<file path="config.mk">
export PLATFORM = sky130hd
export DESIGN_NAME = alu_op_sequencer_flat
export DESIGN_NICKNAME = d
export VERILOG_FILES = /design/src/rtl/alu_op_sequencer_if.sv /design/src/rtl/alu_op_sequencer.sv /design/src/flat_wrapper.sv
export SDC_FILE = /design/constraint.sdc
export NUM_CORES = 1
export LEC_CHECK = 0
export CAP_MARGIN = 40
export CORE_AREA = 5 5 55 57
export DETAILED_ROUTE_END_ITERATION = 8
export DIE_AREA = 0 0 60 62
export PLACE_DENSITY = 0.72
export SETUP_SLACK_MARGIN = 0.05
export SYNTH_ARGS = -nofsm -noshare
export SYNTH_HDL_FRONTEND = slang
export SYNTH_SLANG_ARGS = --single-unit
</file>
<file path="constraint.sdc">
create_clock -name i_clk -period 1.3 [get_ports i_clk]
set_input_delay 0.325 -clock i_clk [delete_from_list [all_inputs] [get_ports i_clk]]
set_output_delay 0.325 -clock i_clk [all_outputs]
set_load 0.01 [all_outputs]
</file>
<file path="src/rtl/alu_op_sequencer_if.sv">
// Control bundle between the instruction sequencer and its datapath: run/IR/finished
// inputs and the per-state strobe, select and status outputs.
interface alu_op_sequencer_if;
  logic        i_run;
  logic [31:0] i_irq;
  logic        i_finished;

  logic        o_pcout;
  logic        o_incpc;
  logic        o_marin;
  logic        o_rzin;
  logic        o_rzloout;
  logic        o_pcin;
  logic        o_read;
  logic        o_mdrin;
  logic        o_mdrout;
  logic        o_irin;
  logic        o_rfout;
  logic        o_ryin;
  logic        o_rfin;
  logic        o_rzhiout;
  logic        o_rloin;
  logic        o_rhiin;
  logic [3:0]  o_rfselect;
  logic [5:0]  o_opselect;
  logic        o_start;
  logic        o_busy;
  logic        o_err;

  modport master (
    output i_run, i_irq, i_finished,
    input  o_pcout, o_incpc, o_marin, o_rzin, o_rzloout, o_pcin, o_read, o_mdrin,
    input  o_mdrout, o_irin, o_rfout, o_ryin, o_rfin, o_rzhiout, o_rloin, o_rhiin,
    input  o_rfselect, o_opselect, o_start, o_busy, o_err
  );

  modport slave (
    input  i_run, i_irq, i_finished,
    output o_pcout, o_incpc, o_marin, o_rzin, o_rzloout, o_pcin, o_read, o_mdrin,
    output o_mdrout, o_irin, o_rfout, o_ryin, o_rfin, o_rzhiout, o_rloin, o_rhiin,
    output o_rfselect, o_opselect, o_start, o_busy, o_err
  );
endinterface

</file>
<file path="src/rtl/alu_op_sequencer.sv">
// Moore control FSM that fetches, decodes and executes one ALU instruction at a time.
// Optional feature macro ALU_TIMEOUT_EN: abort a WAIT that lasts 64 cycles and flag err.
module alu_op_sequencer (
  input  logic                  i_clk,
  input  logic                  i_clear,
  alu_op_sequencer_if.slave     bus
);

  typedef enum logic [3:0] {
    S_IDLE = 4'd0,
    S_T0   = 4'd1,
    S_T1   = 4'd2,
    S_T2   = 4'd3,
    S_T3   = 4'd4,
    S_T4   = 4'd5,
    S_WAIT = 4'd6,
    S_T5   = 4'd7,
    S_T6   = 4'd8
  } state_t;

  function automatic logic is_legal(input logic [4:0] op);
    return (op >= 5'h03) && (op <= 5'h1A);
  endfunction

  function automatic logic is_muldiv(input logic [4:0] op);
    return (op == 5'h0E) || (op == 5'h0F);
  endfunction

  state_t      r_state;
  state_t      w_next;
  logic        r_err;
  logic        w_err_set;
  logic [4:0]  w_opcode;
  logic [3:0]  w_ra;
  logic [3:0]  w_rb;
  logic [3:0]  w_rc;

  assign w_opcode = bus.i_irq[31:27];
  assign w_ra     = bus.i_irq[26:23];
  assign w_rb     = bus.i_irq[22:19];
  assign w_rc     = bus.i_irq[18:15];

`ifdef ALU_TIMEOUT_EN
  logic [5:0]  r_wait_cnt;
  logic        w_timeout;

  assign w_timeout = (r_wait_cnt == 6'd63);

  // WAIT-cycle counter: held at zero outside WAIT so every entry starts fresh
  always_ff @(posedge i_clk) begin
    if (i_clear) begin
      r_wait_cnt <= 6'd0;
    end else if (r_state != S_WAIT) begin
      r_wait_cnt <= 6'd0;
    end else if (!w_timeout) begin
      r_wait_cnt <= r_wait_cnt + 6'd1;
    end else begin
      r_wait_cnt <= r_wait_cnt;
    end
  end
`endif

  // State register and sticky error flag; clear overrides everything
  always_ff @(posedge i_clk) begin
    if (i_clear) begin
      r_state <= S_IDLE;
      r_err   <= 1'b0;
    end else begin
      r_state <= w_next;
      if (w_err_set) begin
        r_err <= 1'b1;
      end else begin
        r_err <= r_err;
      end
    end
  end

  // Next-state logic; IRq is only trusted from T3 onward
  always_comb begin
    w_next    = r_state;
    w_err_set = 1'b0;
    case (r_state)
      S_IDLE: begin
        if (bus.i_run && !r_err) begin
          w_next = S_T0;
        end else begin
          w_next = S_IDLE;
        end
      end
      S_T0: w_next = S_T1;
      S_T1: w_next = S_T2;
      S_T2: w_next = S_T3;
      S_T3: begin
        if (is_legal(w_opcode)) begin
          w_next = S_T4;
        end else begin
          w_next    = S_IDLE;
          w_err_set = 1'b1;
        end
      end
      S_T4: w_next = S_WAIT;
      S_WAIT: begin
        if (bus.i_finished) begin
          w_next = S_T5;
`ifdef ALU_TIMEOUT_EN
        end else if (w_timeout) begin
          w_next    = S_IDLE;
          w_err_set = 1'b1;
`endif
        end else begin
          w_next = S_WAIT;
        end
      end
      S_T5: begin
        if (is_muldiv(w_opcode)) begin
          w_next = S_T6;
        end else if (bus.i_run) begin
          w_next = S_T0;
        end else begin
          w_next = S_IDLE;
        end
      end
      S_T6: begin
        if (bus.i_run) begin
          w_next = S_T0;
        end else begin
          w_next = S_IDLE;
        end
      end
      default: w_next = S_IDLE;
    endcase
  end

  // Moore output decode: strobes depend on the state register alone
  always_comb begin
    bus.o_pcout    = 1'b0;
    bus.o_incpc    = 1'b0;
    bus.o_marin    = 1'b0;
    bus.o_rzin     = 1'b0;
    bus.o_rzloout  = 1'b0;
    bus.o_pcin     = 1'b0;
    bus.o_read     = 1'b0;
    bus.o_mdrin    = 1'b0;
    bus.o_mdrout   = 1'b0;
    bus.o_irin     = 1'b0;
    bus.o_rfout    = 1'b0;
    bus.o_ryin     = 1'b0;
    bus.o_rfin     = 1'b0;
    bus.o_rzhiout  = 1'b0;
    bus.o_rloin    = 1'b0;
    bus.o_rhiin    = 1'b0;
    bus.o_rfselect = 4'd0;
    bus.o_opselect = 6'd0;
    bus.o_start    = 1'b0;
    case (r_state)
      S_IDLE: begin
        bus.o_start = 1'b0;
      end
      S_T0: begin
        bus.o_pcout = 1'b1;
        bus.o_marin = 1'b1;
        bus.o_incpc = 1'b1;
        bus.o_rzin  = 1'b1;
      end
      S_T1: begin
        bus.o_rzloout = 1'b1;
        bus.o_pcin    = 1'b1;
        bus.o_read    = 1'b1;
        bus.o_mdrin   = 1'b1;
      end
      S_T2: begin
        bus.o_mdrout = 1'b1;
        bus.o_irin   = 1'b1;
      end
      S_T3: begin
        bus.o_rfout    = 1'b1;
        bus.o_ryin     = 1'b1;
        bus.o_rfselect = w_rb;
      end
      S_T4: begin
        bus.o_rfout    = 1'b1;
        bus.o_rfselect = w_rc;
        bus.o_rzin     = 1'b1;
        bus.o_start    = 1'b1;
        bus.o_opselect = {1'b0, w_opcode};
      end
      S_WAIT: begin
        bus.o_opselect = {1'b0, w_opcode};
      end
      S_T5: begin
        bus.o_rzloout = 1'b1;
        if (is_muldiv(w_opcode)) begin
          bus.o_rloin = 1'b1;
        end else begin
          bus.o_rfin     = 1'b1;
          bus.o_rfselect = w_ra;
        end
      end
      S_T6: begin
        bus.o_rzhiout = 1'b1;
        bus.o_rhiin   = 1'b1;
      end
      default: begin
        bus.o_start = 1'b0;
      end
    endcase
  end

  assign bus.o_busy = (r_state != S_IDLE);
  assign bus.o_err  = r_err;

endmodule

</file>
<file path="src/flat_wrapper.sv">
// flat-port wrapper written by rule: the top's interface ports become plain ports
module alu_op_sequencer_flat 
  (i_clk, i_clear, bus_i_run, bus_i_irq, bus_i_finished, bus_o_pcout, bus_o_incpc, bus_o_marin, bus_o_rzin, bus_o_rzloout, bus_o_pcin, bus_o_read, bus_o_mdrin, bus_o_mdrout, bus_o_irin, bus_o_rfout, bus_o_ryin, bus_o_rfin, bus_o_rzhiout, bus_o_rloin, bus_o_rhiin, bus_o_rfselect, bus_o_opselect, bus_o_start, bus_o_busy, bus_o_err);
  alu_op_sequencer_if bus_i ();
  input  logic i_clk;
  input  logic i_clear;
  input wire logic [$bits(bus_i.i_run)-1:0] bus_i_run;
  input wire logic [$bits(bus_i.i_irq)-1:0] bus_i_irq;
  input wire logic [$bits(bus_i.i_finished)-1:0] bus_i_finished;
  output wire logic [$bits(bus_i.o_pcout)-1:0] bus_o_pcout;
  output wire logic [$bits(bus_i.o_incpc)-1:0] bus_o_incpc;
  output wire logic [$bits(bus_i.o_marin)-1:0] bus_o_marin;
  output wire logic [$bits(bus_i.o_rzin)-1:0] bus_o_rzin;
  output wire logic [$bits(bus_i.o_rzloout)-1:0] bus_o_rzloout;
  output wire logic [$bits(bus_i.o_pcin)-1:0] bus_o_pcin;
  output wire logic [$bits(bus_i.o_read)-1:0] bus_o_read;
  output wire logic [$bits(bus_i.o_mdrin)-1:0] bus_o_mdrin;
  output wire logic [$bits(bus_i.o_mdrout)-1:0] bus_o_mdrout;
  output wire logic [$bits(bus_i.o_irin)-1:0] bus_o_irin;
  output wire logic [$bits(bus_i.o_rfout)-1:0] bus_o_rfout;
  output wire logic [$bits(bus_i.o_ryin)-1:0] bus_o_ryin;
  output wire logic [$bits(bus_i.o_rfin)-1:0] bus_o_rfin;
  output wire logic [$bits(bus_i.o_rzhiout)-1:0] bus_o_rzhiout;
  output wire logic [$bits(bus_i.o_rloin)-1:0] bus_o_rloin;
  output wire logic [$bits(bus_i.o_rhiin)-1:0] bus_o_rhiin;
  output wire logic [$bits(bus_i.o_rfselect)-1:0] bus_o_rfselect;
  output wire logic [$bits(bus_i.o_opselect)-1:0] bus_o_opselect;
  output wire logic [$bits(bus_i.o_start)-1:0] bus_o_start;
  output wire logic [$bits(bus_i.o_busy)-1:0] bus_o_busy;
  output wire logic [$bits(bus_i.o_err)-1:0] bus_o_err;
  assign bus_i.i_run = bus_i_run;
  assign bus_i.i_irq = bus_i_irq;
  assign bus_i.i_finished = bus_i_finished;
  assign bus_o_pcout = bus_i.o_pcout;
  assign bus_o_incpc = bus_i.o_incpc;
  assign bus_o_marin = bus_i.o_marin;
  assign bus_o_rzin = bus_i.o_rzin;
  assign bus_o_rzloout = bus_i.o_rzloout;
  assign bus_o_pcin = bus_i.o_pcin;
  assign bus_o_read = bus_i.o_read;
  assign bus_o_mdrin = bus_i.o_mdrin;
  assign bus_o_mdrout = bus_i.o_mdrout;
  assign bus_o_irin = bus_i.o_irin;
  assign bus_o_rfout = bus_i.o_rfout;
  assign bus_o_ryin = bus_i.o_ryin;
  assign bus_o_rfin = bus_i.o_rfin;
  assign bus_o_rzhiout = bus_i.o_rzhiout;
  assign bus_o_rloin = bus_i.o_rloin;
  assign bus_o_rhiin = bus_i.o_rhiin;
  assign bus_o_rfselect = bus_i.o_rfselect;
  assign bus_o_opselect = bus_i.o_opselect;
  assign bus_o_start = bus_i.o_start;
  assign bus_o_busy = bus_i.o_busy;
  assign bus_o_err = bus_i.o_err;
  alu_op_sequencer u_core (.i_clk(i_clk), .i_clear(i_clear), .bus(bus_i));
endmodule
</file>
**After elaboration in Yosys (flattened, before gate mapping)**

Cells that the tools add are included.

- Flip-flop bits (word level): 5
- Input port bits: 36
- Output and inout port bits: 29

- Order comparisons: 2
- Eq/ne operators: 10
- Mux-type cells: 24
- Reductions and logical operators: 10

Operators with widths:

| operator | count |
|---|---|
| $pmux 4 s9 | 1 |
| $mux 1 | 18 |
| $eq 4x3->1 const B | 4 |
| $pmux 4 s3 | 1 |
| $eq 5x4->1 const B | 2 |
| $eq 4x2->1 const B | 2 |
| $mux 4 | 2 |
| $reduce_or 2->1 | 4 |
| $ge 5x2->1 const B | 1 |
| $le 5x5->1 const B | 1 |
| $mux 5 | 1 |
| $eq 4x1->1 const B | 1 |
| $eq 4x4->1 const B | 1 |
| $logic_not 4->1 | 1 |
| $reduce_bool 4->1 | 1 |
| $mux 3 | 1 |
| $logic_and 1x1->1 | 2 |
| $logic_not 1->1 | 1 |
| $logic_or 1x1->1 | 1 |

**Logic depth before layout (Yosys ltp)**

- Word-level depth: 4
- Depth in mapped cells: 5

**Least setup slack after synthesis**

No wires, ideal clock.

- Path kind: reg2out
- From: reg u_core.r_state[1]
- To: out bus_o_rzloout
- Arrival: 1376 ps
- Required time: 975 ps
- Slack: -401 ps
- Stages on the path, launching flop included: 5
- Path buffers: 1
- Path through: dfxtp_1 -> buf_6 -> inv_1 -> nor4_1 -> nand2b_1

- Cells in the longest elaborated chain, start to end: 3

RTL lines:

| element | RTL line | RTL |
|---|---|---|
| start: declaration | alu_op_sequencer.sv:29 | `state_t r_state;` |
| start signal: assignment | alu_op_sequencer.sv:69 | `r_state <= w_next;` |
| $eq 4x2->1 / $eq 4x3->1 (equally long branches) | alu_op_sequencer.sv:155 | `case (r_state)` |
| $reduce_or 2->1 (no line) (*) | n/a |  |
| $mux 1 (*) | alu_op_sequencer.sv:155 |  |
| end: declaration | flat_wrapper.sv:14 | `output wire logic [$bits(bus_i.o_rzloout)-1:0] bus_o_rzloout;` |

Every way passes the cells marked *; elsewhere a longest branch is shown, timed or not.

**Worst setup path after layout**

- From: reg u_core.r_state[2]
- To: out bus_o_rfselect[3]

- Cells in the longest elaborated chain, start to end: 2

RTL lines:

| element | RTL line | RTL |
|---|---|---|
| $eq 4x3->1 | alu_op_sequencer.sv:155 |  |
| $pmux 4 s3 (*) | alu_op_sequencer.sv:155 |  |
| end: declaration | flat_wrapper.sv:26 | `output wire logic [$bits(bus_i.o_rfselect)-1:0] bus_o_rfselect;` |

Marked as above.

==> results.tsv <==
stage	metric	value	unit
clock_network	CTS Buffer Depth	2	
route	M1 WL	971	um
critical_path	Arr. time, crit path	1.54	ns
critical_path	Startpoint Class	flip-flop	
min_path	hold path cells	2	
synthesis	Unique masters post-synth	29	
floorplan	core area	2430	sq um
placed_design	# port buffers	48	
floorplan	DIE HEIGHT	62	um
timing	Setup Viol. Count Final	30	
timing	post-route setup TNS	-11.38	ns
grt	vias in the first global route	909	
timing	Clock Skews	0.00795	ns
synthesis	syn nets	110	
route	routed wl met2	1650	um
timing	Pins Over Slew Limit	0	
synthesis	Synth area leaders	dfxtp_1 19%, buf_4 9.8%, a222oi_1 7.5%	
synthesis	Yosys reg bits	5	
route	drt total wl	2930	um
synthesis	Post-Syn Area	536	sq um
grt	GRT overflow	0	
route	wire per inst	15.2	um
synthesis	top cell type's share of synthesized area	18.7	%
critical_path	Setup crit end kind	output port	
run	Max Cap Viol	0	
critical_path	CP Max Fanout	4	
min_path	worst min-delay path class	flip-flop to flip-flop	
clock_network	TritonCTS clock tree	built	
grt	first-pass GRT wire length	4220	um
clock_network	CTS root buf	clkbuf_4	
grt	initial antenna violation count	0	
route	vias per cell	4.77	
route	Top Layer Used	met4	
route	initial DRC count	41	
clock_network	worst-skew pair later-pin latency	0.26	ns
synthesis	Syn Area/Cell	7.24	sq um
layout	Layout Utilization	64.0	%
clock_network	H-tree lvl count	1	
synthesis	top cells by count, synth	10 x nor2_1, 7 x buf_4, 7 x inv_1	
timing	RSZ-0062 raised after global routing	true	
timing	final worst path period share	144	%
power	total chip power	1.14	mW
floorplan	Rows	18	
timing	Fin. Hold Viols	0	
synthesis	Yosys top cell by area	dfxtp_1	
power	maximum VDD drop	496	uV
clock_network	CTS sink cnt	5	
timing	Max Freq	535	MHz
synthesis	Seq/Total Area, Yosys	18.7	%
synthesis	count of flip-flops with a built-in enable after synthesis	0	
grt	largest net degree at the start of global routing	7	
power	Static Leak	0.766	nW
synthesis	Yosys warning count	0	
route	final routed DRC violation total	0	
floorplan	die area	3720	sq um
floorplan	I/O pin count	65	
layout	Nets	199	
route	routed wl met3	229	um
timing	post-route setup slack	-0.570	ns
placed_design	GP Congestion	0.784	
outcome	failing checks	setup timing	
outcome	outcome	finished with violations	
critical_path	reg2reg path depth	9	
layout	Layout fillers	186	
clock_network	clock-pin slew on the worst setup and hold paths	0.05	ns
floorplan	Die Wd	60	um
route	routed via count	915	
synthesis	most common cell in the netlist	nor2_1	
critical_path	critical path type	flip-flop to output port	
synthesis	ys flop type	dfxtp_1	
timing	fin crit period	1.87	ns
route	antenna-violating nets left	0	
clock_network	cts bufs inserted	3	
floorplan	Starting Density	22.0	%
layout	area delta synth->final	191	%
critical_path	Worst EP required	0.98	ns
power	pwr/cell area	735	nW/um^2
synthesis	Cells after Synth	74	
grt	GRT Overall Usage	15.4	%
layout	number of diodes	0	
route	Pre-antenna DRT Iters	5	
synthesis	Post-synth ARST share	0	%
clock_network	Hold Buf Count CTS	0	
placed_design	HPWL Detailed	1810	um
layout	layout cell share with drive strength beyond 1	67.3	%
-- placed cells by master (no fill, tap or decap), types with 4 or more instances in the layout --
master           netlist  final
a222oi_1               4      4
and2_4                 0      4
buf_2                  1     10
buf_4                  7     28
buf_6                  3     34
clkdlybuf4s50_1        0     15
dlygate4sd2_1          0      6
inv_1                  7      5
nor2_4                 0      6
-- stage by stage --
step	instances	hold WS, ns	instance area, sq um	setup slack, ns
after floorplan	74	0.394	599	-0.107
after CTS	186	0.530	1420	-0.496
after global placement	166	0.490	1210	-0.936
final	192	0.613	1560	-0.570
after detailed placement	166	0.504	1210	-0.971
after global routing	192	0.634	1560	-0.640
-- logic make-up (layout without fill, tap and decap cells) --
kind of cell / after synthesis / count (layout) / synth area share (%)
AO/OA/AOI/OAI: 17 / 17 / 24.3
XOR/XNOR: 1 / 1 / 1.64
buffers and inverters: 18 / 106 / 22.0
flip-flops: 5 / 5 / 18.7
other: 1 / 1 / 0.700
AND/OR/NAND/NOR: 32 / 32 / 32.7
-- routing by layer --
metal	GRT usage, %	vias to the layer above
met2	30.1	43
met1	15.1	438
met4	6.65	0
li1	-	427
met5	0	-
met3	3.93	7
-- power breakdown --
part           internal, mW  total, mW  switching, mW
combinational         0.454      0.750          0.297
clock                 0.117      0.195         0.0785
sequential            0.170      0.197         0.0273
-- critical path: stages (launching register included) --
cell and delay, ns:
dfxtp_4 0.35, buf_6 0.12, nand2b_4 0.11, nor3_4 0.06
buf_6 0.12, a222oi_1 0.29, inv_1 0.08, buf_2 0.15
-- flip-flops by register name, indices dropped and copies added, names as in the netlist --
register,flops
u_core.r_state,4
u_core.bus.o_err,1
-- path summary, 6_finish.rpt --
check	from	end	slack (ns)
setup / recovery	u_core.r_state[2]	bus_o_rfselect[3]	-0.57
hold / removal	u_core.bus.o_err	u_core.bus.o_err	0.61
setup reg to reg	u_core.r_state[2]	u_core.r_state[0]	-0.36
hold reg to reg	u_core.bus.o_err	u_core.bus.o_err	0.61
-- repair_timing --
action                                  in CTS  in global routing
setup buffers                               16                  8
endpoints found under the hold margin        0                  0
gates resized for setup                    156                 27
pin swaps                                   19                 13
endpoints found under the setup margin      32                 32
-- final cells by class --
| class | count | area [sq um] | share of cell area [%] |
|---|---|---|---|
| Timing Repair Buffer | 95 | 871 | 55.9 |
| Multi-Input combinational cell | 51 | 480 | 30.9 |
| Sequential cell | 5 | 113 | 7.23 |
| Tap cell | 30 | 37.5 | 2.41 |
| Inverter | 7 | 28.8 | 1.85 |
| Clock buffer | 4 | 26.3 | 1.69 |
Note: power is estimated with default switching activity, not from simulation.
